## src/rtl/slurm16_mem_responder.sv

```systemverilog
// SLURM16 CPU-to-SRAM memory responder.
// Accepts one CPU request at a time, presents it on a registered SRAM port for
// WAIT_STATES+1 cycles, and returns read data on memory_in. Back-to-back
// requests are accepted in the last access cycle, so there is no idle gap.
// Optional write protection of low memory is enabled with the macro
// SLURM16_MEM_RESP_WRITE_PROTECT_EN.
module slurm16_mem_responder #(
  parameter int unsigned WAIT_STATES = 0,
  parameter logic [15:0] PROTECT_TOP = 16'h0100
) (
  input  logic        CLK,
  input  logic        RST,
  input  logic [15:0] memory_address,
  input  logic [15:0] memory_out,
  input  logic        memory_valid,
  input  logic        memory_wr,
  input  logic [1:0]  memory_wr_mask,
  output logic        memory_ready,
  output logic [15:0] memory_in,
  output logic [15:0] sram_addr,
  output logic [15:0] sram_wdata,
  output logic [1:0]  sram_be,
  output logic        sram_ce,
  output logic        sram_we,
  input  logic [15:0] sram_rdata,
  output logic        wp_violation
);

`ifdef SLURM16_MEM_RESP_WRITE_PROTECT_EN
  localparam bit ProtEn = 1'b1;
`else
  localparam bit ProtEn = 1'b0;
`endif

  // Value loaded into the wait counter on entry to the wait state.
  localparam logic [2:0] WaitLoad = (WAIT_STATES > 0) ? 3'(WAIT_STATES - 1) : 3'd0;

  typedef enum logic [1:0] {StIdle, StAccess, StWait} state_e;

  state_e      state_q, state_d;
  logic [2:0]  cnt_q;
  logic        acc_wr_q;
  logic        last;
  logic        accept;
  logic        in_region;
  logic        prot;

  assign last = ((state_q == StAccess) && (WAIT_STATES == 0)) ||
                ((state_q == StWait) && (cnt_q == 3'd0));
  assign accept    = memory_valid & memory_ready;
  assign in_region = (memory_address < PROTECT_TOP);
  // Protected writes still complete on the bus timing-wise, but never strobe SRAM.
  assign prot      = ProtEn & memory_wr & in_region;

  // State register.
  always_ff @(posedge CLK or posedge RST) begin
    if (RST) begin
      state_q <= StIdle;
    end else begin
      state_q <= state_d;
    end
  end

  // Next-state logic: restart at StAccess whenever a request is taken.
  always_comb begin
    state_d = state_q;
    case (state_q)
      StIdle: begin
        if (accept) state_d = StAccess;
      end
      StAccess: begin
        if (WAIT_STATES == 0) state_d = accept ? StAccess : StIdle;
        else                  state_d = StWait;
      end
      StWait: begin
        if (cnt_q == 3'd0) state_d = accept ? StAccess : StIdle;
      end
      default: state_d = StIdle;
    endcase
  end

  // Output logic: ready when idle or finishing the current access.
  always_comb begin
    memory_ready = 1'b0;
    if ((state_q == StIdle) || last) memory_ready = 1'b1;
  end

  // Wait counter: loaded only on entry to StWait, counts down to zero, never wraps.
  always_ff @(posedge CLK or posedge RST) begin
    if (RST) begin
      cnt_q <= 3'd0;
    end else if ((state_q == StAccess) && (state_d == StWait)) begin
      cnt_q <= WaitLoad;
    end else if ((state_q == StWait) && (cnt_q != 3'd0)) begin
      cnt_q <= cnt_q - 3'd1;
    end
  end

  // SRAM port, read-data return and sticky protection flag.
  always_ff @(posedge CLK or posedge RST) begin
    if (RST) begin
      sram_addr    <= 16'h0000;
      sram_wdata   <= 16'h0000;
      sram_be      <= 2'b00;
      sram_ce      <= 1'b0;
      sram_we      <= 1'b0;
      acc_wr_q     <= 1'b0;
      memory_in    <= 16'h0000;
      wp_violation <= 1'b0;
    end else begin
      // Capture read data before a back-to-back accept overwrites acc_wr_q.
      if (last && !acc_wr_q) memory_in <= sram_rdata;
      if (accept) begin
        sram_addr  <= memory_address;
        sram_wdata <= memory_out;
        sram_we    <= memory_wr & ~prot;
        sram_be    <= memory_wr ? (prot ? 2'b00 : memory_wr_mask) : 2'b11;
        sram_ce    <= 1'b1;
        acc_wr_q   <= memory_wr;
        if (prot) wp_violation <= 1'b1;
      end else if (last) begin
        sram_ce <= 1'b0;
      end
    end
  end

endmodule
```

## config.mk

```make
export PLATFORM = sky130hd
export DESIGN_NAME = slurm16_mem_responder
export DESIGN_NICKNAME = d
export VERILOG_FILES = /design/src/rtl/slurm16_mem_responder.sv
export SDC_FILE = /design/constraint.sdc
export NUM_CORES = 1
export LEC_CHECK = 0
export ABC_AREA = 1
export CORE_ASPECT_RATIO = 1.75
export CORE_MARGIN = 3
export CORE_UTILIZATION = 35
export CTS_CLUSTER_DIAMETER = 150
export DETAILED_ROUTE_END_ITERATION = 16
export PLACE_DENSITY_LB_ADDON = 0.05
export SETUP_SLACK_MARGIN = 0.3
export SLEW_MARGIN = 20
export SYNTH_ARGS = -nofsm -noshare
export SYNTH_HDL_FRONTEND = slang
export SYNTH_SLANG_ARGS = --single-unit
```

## constraint.sdc

```tcl
create_clock -name CLK -period 3.45 [get_ports CLK]
set_input_delay 0.345 -clock CLK [delete_from_list [all_inputs] [get_ports CLK]]
set_output_delay 0.345 -clock CLK [all_outputs]
set_load 0.005 [all_outputs]
```

-- Word-level counts from Yosys, hierarchy flattened
Index checks and enable logic that the tools add are counted.
- register bits after elaboration: 57
- output and inout bits: 54
- add/sub/neg operators: 1
- eq/ne operators: 3
- mux-type cells: 10
- bitwise gates (word level): 1
- reduce and logical (&&, ||, !) cells: 12
- operators by type and width (cell ; count):
    $mux 2 ; 3
    $mux 3 ; 2
    $pmux 2 s3 ; 1
    $eq 2x2->1 const B ; 2
    $logic_and 1x1->1 ; 4
    $mux 1 ; 4
    $reduce_bool 2->1 ; 2
    $logic_not 3->1 ; 1
    $reduce_bool 3->1 ; 1
    $sub 3x1->3 const B ; 1
    $eq 2x1->1 const B ; 1
    $logic_not 2->1 ; 1
    $logic_or 1x1->1 ; 2
    $and 1x1->1 ; 1
    $logic_not 1->1 ; 1

-- Longest topological paths before layout
Gate-level depths: netlist of run 1.
- depth after elaboration: 12
- mapped depth: 9
- mapped depth without buffers: 8

-- Worst setup path after synthesis of run 1
Ideal clock, no wire load.
- path type: register to output
- start point: register cnt_q[0]
- end point: output port memory_ready
- arrival: 1.291 ns
- path slack: 1.814 ns
- cell stages (with the launch flop): 9
- path buffers: 1
- cell sequence: dfrtp_1 -> inv_1 -> ha_1 -> ha_1 -> inv_1 -> nand2_2 -> clkbuf_1 -> nand2_1 -> inv_1
- cells in the longest elaborated chain, start to end: 5
- RTL lines (what ; line ; text):
    start, declared ; 41 ; logic [2:0] cnt_q;
    start signal, assigned ; 93 ; cnt_q <= WaitLoad;
    start signal, assigned ; 95 ; cnt_q <= cnt_q - 3'd1;
    $logic_not 3->1 ; 49 ; ((state_q == StWait) && (cnt_q == 3'd0));
    $logic_and 1x1->1 ; 49 ;
    $logic_or 1x1->1 ; 48 ; assign last = ((state_q == StAccess) && (WAIT_STATES == 0)) ||
    $logic_or 1x1->1 ; 85 ; if ((state_q == StIdle) || last) memory_ready = 1'b1;
    $mux 1 ; 85 ;
    end, declared ; 18 ; output logic memory_ready,
Every way passes these cells.

-- Final worst setup path of run 1
Same ends and word-level chain as after synthesis.

==> results of run 1 <==
-- layer usage --
metal | track usage | up-vias | wire length, µm
met5 | 0 | - | 0
met4 | 0.0969 | 0 | 152
met3 | 0.0577 | 8 | 402
met2 | 0.292 | 72 | 3370
met1 | 0.207 | 1010 | 2540
li1 | - | 1077 | -
-- power by group --
group	switching, mW	internal (mW)	leakage [nW]
combinational	0.117	0.197	0.975
clock	0.260	0.489	0.124
sequential	0.0366	0.737	0.699
total	0.414	1.42	1.80
-- cell families after synthesis --
logic type      share of synthesized area
other cells                       0.00157
xor+xnor                          0.00367
simple gates                        0.327
flops                               0.598
fa+ha+maj                          0.0105
buf+inv                            0.0556
compound gates                    0.00420
-- cell type report --
class / instances / area, µm²
Fill cell: 641 / 2840
Clock buffer: 12 / 246
Multi-Input combinational cell: 174 / 827
Timing Repair Buffer: 111 / 1100
Sequential cell: 57 / 1430
Tap cell: 82 / 103
Inverter: 12 / 45.0
Clock inverter: 1 / 5.00
-- metrics by stage --
stage	setup WS, ns	power, mW
2_1_floorplan	1.71	0.882
3_3_place_gp	1.38	1.10
3_5_place_dp	1.30	1.10
4_1_cts	1.04	1.87
5_1_grt	0.983	1.94
6_report	1.09	1.84
-- cells in the final DEF (no fill, tap or decap) --
cell type,n
nand2_1,111
clkdlybuf4s50_1,106
dfrtp_1,57
nand4_1,51
inv_1,10
clkbuf_16,9
buf_4,5
nand2_2,3
nand3_2,2
o21ai_0,2
ha_1,2
clkbuf_1,2
clkinv_1,1
nand3_1,1
xor2_1,1
inv_2,1
conb_1,1
clkinv_2,1
clkbuf_8,1
-- sequential cells by signal, indices dropped and copies added (netlist names) --
register / flops
sram_be: 2
acc_wr_q: 1
sram_ce: 1
sram_addr: 16
sram_wdata: 16
state_q: 2
memory_in: 16
cnt_q: 3
-- worst paths after layout --
| path | cells past startpoint | startpoint | end | slack, ns |
|---|---|---|---|---|
| hold reg to reg | 2 | memory_in[2] | memory_in[2] | 0.47 |
| min in group CLK | 2 | memory_in[2] | memory_in[2] | 0.47 |
| setup / recovery | 8 | cnt_q[0] | memory_ready | 1.09 |
| hold / removal | 2 | RST | memory_in[2] | 0.37 |
| max in group asynchronous | 3 | RST | sram_wdata[9] | 2.44 |
| setup reg to reg | 8 | cnt_q[0] | sram_wdata[10] | 1.35 |
-- worst max-delay path, delay by kind of cell (launching register included) --
family                   cells  cell delay (ns)
buffers and inverters        4             0.74
adder cells (fa/ha/maj)      2             0.30
AND/OR/NAND/NOR              2             0.29
flip-flops                   1             0.36
==> run_results.csv, run 1 <==
group,metric,value,unit
cells_and_area,drive_above_1_share,0.0599,
sta,finalHoldViolations,0,
detailed_routing,finalWirelength,6.46,mm
synth,ys_seq_area_frac,0.598,
global_route,antenna_found_initial,0,
detailed_routing,firstDrtPassIters,4,
cells_and_area,post-route-util,0.569,
clock_network,clk_latency,0.32,ns
sta,finalCritPeriodShare,0.684,
synth,yosys-top-cells-count,"nand2_1 (111), dfrtp_1 (57), nand4_1 (51)",
clock_network,clock_sinks,57,
worst_setup_path,cp_slowest_cell,"clkdlybuf4s50_1",
synth,synth_area_leader_cell,"dfrtp_1",
synth,yosysMostFrequentCell,"nand2_1",
placement,gp_congestion,0.746,
pwr,ir_drop,0.306,mV
sta,worst_pin_slew,0.748,ns
clock_network,cts_resized,0,
synth,synth-main-ff-cell,"dfrtp_1",
detailed_routing,drtIter0Drc,131,
synth,synthArstFlopShare,1.00,
global_route,gr-total-overflow,0,
synth,yosysWarnings,0,
clock_network,cts_max_path_buffers,2,
worst_setup_path,cp_max_fo,14,
clock_network,path_clk_slew,0.05,ns
sta,final.setup.tns,0,ns
cells_and_area,fin_cells,449,
min_path,min_path_type,"input port to async pin",
synth,synth_top_cell_area_share,0.598,
worst_setup_path,cp.arrival,2.02,ns
sta,fmax,424,MHz
pwr,p_per_area,490,mW/mm²
global_route,grt_usage,0.181,
sta,final_max_slew_viol_count,0,
global_route,grt_max_degree,38,
worst_setup_path,cp_cell_sequence,"inv_1, ha_1, ha_1, inv_1, nand2_2, nand2_1, inv_1, clkdlybuf4s50_1",
detailed_routing,drtAntennaViolNets,0,
cells_and_area,n_antenna_cell,0,
cells_and_area,fin_area,0.00375,mm²
detailed_routing,wl_per_cell,14.4,µm
clock_network,cts_hold_buf,0,
placement,place_inst,436,
synth,synth_cells,262,
worst_setup_path,path_class,"register to primary output",
worst_setup_path,cp_common_cell,"inv_1",
global_route,grt_pass1_vias,2132,
sta,slew_headroom,0.501,
cells_and_area,fin_nets,421,
synth,synthTopCellsByArea,"dfrtp_1 (60%), nand2_1 (17%), nand4_1 (13%), inv_1 (1.7%), buf_2 (1.5%)",
clock_network,postCtsSetupRepairBufs,0,
clock_network,cts_tree,"done",
synth,ys_types,16,
clock_network,htreeDepth,3,
floorplanning,dieArea,0.00788,mm²
floorplanning,ios,108,
detailed_routing,viasPerCell,4.83,
sta,post-route-min-period,2.36,ns
status,status,"completed",
floorplanning,die_y,115,µm
worst_setup_path,endpoint_kind,"primary output",
placement,io_buffers,106,
sta,setup_viol,0,
floorplanning,die_w,68.4,µm
floorplanning,start_util,0.362,
detailed_routing,drcViolationCount,0,
clock_network,cts-root-buf,"clkbuf_16",
floorplanning,design.core.area,0.00659,mm²
worst_setup_path,startpoint_type,"register",
synth,synth_edf_count,0,
sta,finalHoldWorstSlack,0.372,ns
worst_setup_path,required,3.11,ns
synth,syn_nets,318,
placement,placement.cell_area,0.00350,mm²
worst_setup_path,cpPeakStageDelay,0.53,ns
synth,postSynthAreaPerCell,9.11,µm²
synth,ys_seq_elements,57,
pwr,p_leak,1.80,nW
synth,syn_area,0.00239,mm²
sta,rsz0062_at_grt,"false",
sta,finClkSkew,0.00560,ns
clock_network,cts-buffers-inserted,9,
detailed_routing,vias,2167,
cells_and_area,area.growth.synth_to_final,57.2,%
floorplanning,rows,39,
flow_run,maxCapViolations,0,
placement,dp_hpwl,4.52,mm
global_route,grt_pass1_wl,10.4,mm
Power figures use the tool's default switching activity.
==> run 2, diff against run 1 <==
==> constraint.sdc (replaced) <==
create_clock -name CLK -period 2.41 [get_ports CLK]
set_input_delay 0.241 -clock CLK [delete_from_list [all_inputs] [get_ports CLK]]
set_output_delay 0.241 -clock CLK [all_outputs]
set_load 0.005 [all_outputs]
==> run_results.csv, run 2 (synthesis results as in run 1) <==
group,metric,value,unit
worst_setup_path,cp.arrival,1.98,ns
detailed_routing,drcViolationCount,0,
placement,dp_slack,0.423,ns
cells_and_area,reg_top3,"memory_in: 16 flops, sram_addr: 16 flops, sram_wdata: 16 flops",
worst_setup_path,cp_num_buf_inv,4,
pwr,p_leak,1.84,nW
sta,fmax,563,MHz
floorplanning,ios,108,
global_route,use_met3,0.0587,
placement,dp_hpwl,4.52,mm
cells_and_area,final_cell_mix,"nand2_1 (111), clkdlybuf4s50_1 (105), dfrtp_1 (57), nand4_1 (51), inv_1 (10)",
cells_and_area,drive_above_1_share,0.0724,
sta,rsz0062_at_grt,"false",
clock_network,cts-buffers-inserted,9,
worst_setup_path,path_class,"register to register",
sta,setup_viol,0,
placement,io_buffers,106,
pwr,p_per_area,694,mW/mm²
sta,final.setup.tns,0,ns
flow_run,maxCapViolations,0,
detailed_routing,viasPerCell,4.82,
worst_setup_path,r2r-end,"sram_wdata[3]",
sta,post-route-min-period,1.78,ns
clock_network,cts_hold_buf,0,
detailed_routing,drtIter0Drc,147,
global_route,grt_max_degree,58,
clock_network,cts_tree,"done",
placement,place_inst,438,
worst_setup_path,reg2reg_depth,10,
sta,fin_ws,0.633,ns
cells_and_area,fin_nets,424,
detailed_routing,drtAntennaViolNets,0,
pwr,finalPower,2.65,mW
clock_network,htreeDepth,3,
global_route,grt_usage,0.181,
global_route,grt_pass1_wl,10.4,mm
worst_setup_path,cp_max_fo,21,
floorplanning,die_w,68.4,µm
worst_setup_path,r2r_start,"cnt_q[0]",
worst_setup_path,endpoint_kind,"register",
detailed_routing,vias,2192,
sta,finClkSkew,0.00819,ns
worst_setup_path,path_delay_family,"buffers and inverters",
worst_setup_path,cp.depth,10,
global_route,use_met2,0.301,
min_path,min_path_type,"input port to async pin",
cells_and_area,area.growth.synth_to_final,60.0,%
worst_setup_path,cp_cell_sequence,"inv_1, ha_1, ha_1, inv_1, nand2_4, buf_4, nand3_4, buf_12, nand2_1, nand2_1",
detailed_routing,finalWirelength,6.60,mm
clock_network,clock_sinks,57,
detailed_routing,wl_per_cell,14.5,µm
worst_setup_path,cp_slowest_cell,"dfrtp_1",
worst_setup_path,required,2.62,ns
floorplanning,die_y,115,µm
clock_network,cts-root-buf,"clkbuf_16",
sta,final_max_slew_viol_count,0,
worst_setup_path,cpPeakStageDelay,0.36,ns
sta,finalCritPeriodShare,0.737,
global_route,grt_pass1_vias,2157,
pwr,ir_drop,0.361,mV
floorplanning,rows,39,
status,status,"completed",
clock_network,path_clk_slew,0.05,ns
clock_network,clk_latency,0.32,ns
floorplanning,start_util,0.362,
worst_setup_path,startpoint_type,"register",
placement,gp_congestion,0.741,
clock_network,cts_max_path_buffers,2,
global_route,gr-max-usage-layer,"met2",
cells_and_area,n_antenna_cell,0,
floorplanning,dieArea,0.00788,mm²
cells_and_area,fin_cells,455,
worst_setup_path,r2r_slack,0.63,ns
global_route,gr-total-overflow,0,
sta,finalHoldViolations,0,
global_route,antenna_found_initial,0,
detailed_routing,firstDrtPassIters,4,
floorplanning,design.core.area,0.00659,mm²
cells_and_area,layout_commonest_cell,"nand2_1",
global_route,use_met1,0.207,
[run 2: changes by cell type in the layout (fill, tap and decap cells not counted)]
cell	before	now
buf_12	0	2
buf_4	5	6
clkbuf_1	2	3
clkbuf_8	1	0
clkdlybuf4s50_1	106	105
clkinv_2	1	4
dlymetal6s2s_1	0	1
nand2_2	3	2
nand2_4	0	1
nand3_2	2	1
nand3_4	0	1
[run 2: how the worst max path moves through the flow]
stage               startpoint             to  slack, ns
finish                cnt_q[0]  sram_wdata[3]       0.63
floorplan                  RST       acc_wr_q       0.77
detailed placement    cnt_q[0]  sram_wdata[3]       0.42
global route          cnt_q[0]  sram_wdata[5]       0.46
CTS                   cnt_q[0]   memory_ready       0.31
global placement      cnt_q[0]   sram_addr[8]       0.47
[run 2: timing repair]
item	CTS	global route
hold endpoints to repair	0	0
pin swaps	1	0
resized for setup	1	2
setup buffers	1	0
setup endpoints to repair	1	21
[run 2: cell type report]
cell class / count / area, µm²
Multi-Input combinational cell: 174 / 840
Clock inverter: 4 / 20.0
Tap cell: 82 / 103
Fill cell: 619 / 2770
Clock buffer: 12 / 236
Sequential cell: 57 / 1430
Timing Repair Buffer: 114 / 1150
Inverter: 12 / 45.0
[run 2: power breakdown]
| part | total [mW] | switching [mW] | leakage (nW) | internal (mW) |
|---|---|---|---|---|
| logic | 0.460 | 0.171 | 1.01 | 0.289 |
| registers | 1.11 | 0.0522 | 0.699 | 1.05 |
| clock network | 1.08 | 0.398 | 0.130 | 0.685 |
| total | 2.65 | 0.621 | 1.84 | 2.03 |
[run 2: routing by layer]
layer / share of wire / vias up
met5: 0 / -
met4: 0.014 / 0
met3: 0.063 / 7
met2: 0.53 / 74
met1: 0.39 / 1028
li1: - / 1083
[run 2: through the flow]
step,util,hold slack [ns],cell area (µm²)
2_1_floorplan,-,0.390,2390
3_3_place_gp,0.537,0.454,3540
3_5_place_dp,0.537,0.457,3540
4_1_cts,0.578,0.306,3810
5_1_grt,0.580,0.321,3820
6_report,0.580,0.294,3820
[run 2: tightest hold or removal path, cell delays in order]
cell             delay, ns
clkdlybuf4s50_1       0.41
inv_2                 0.07
buf_12                0.28
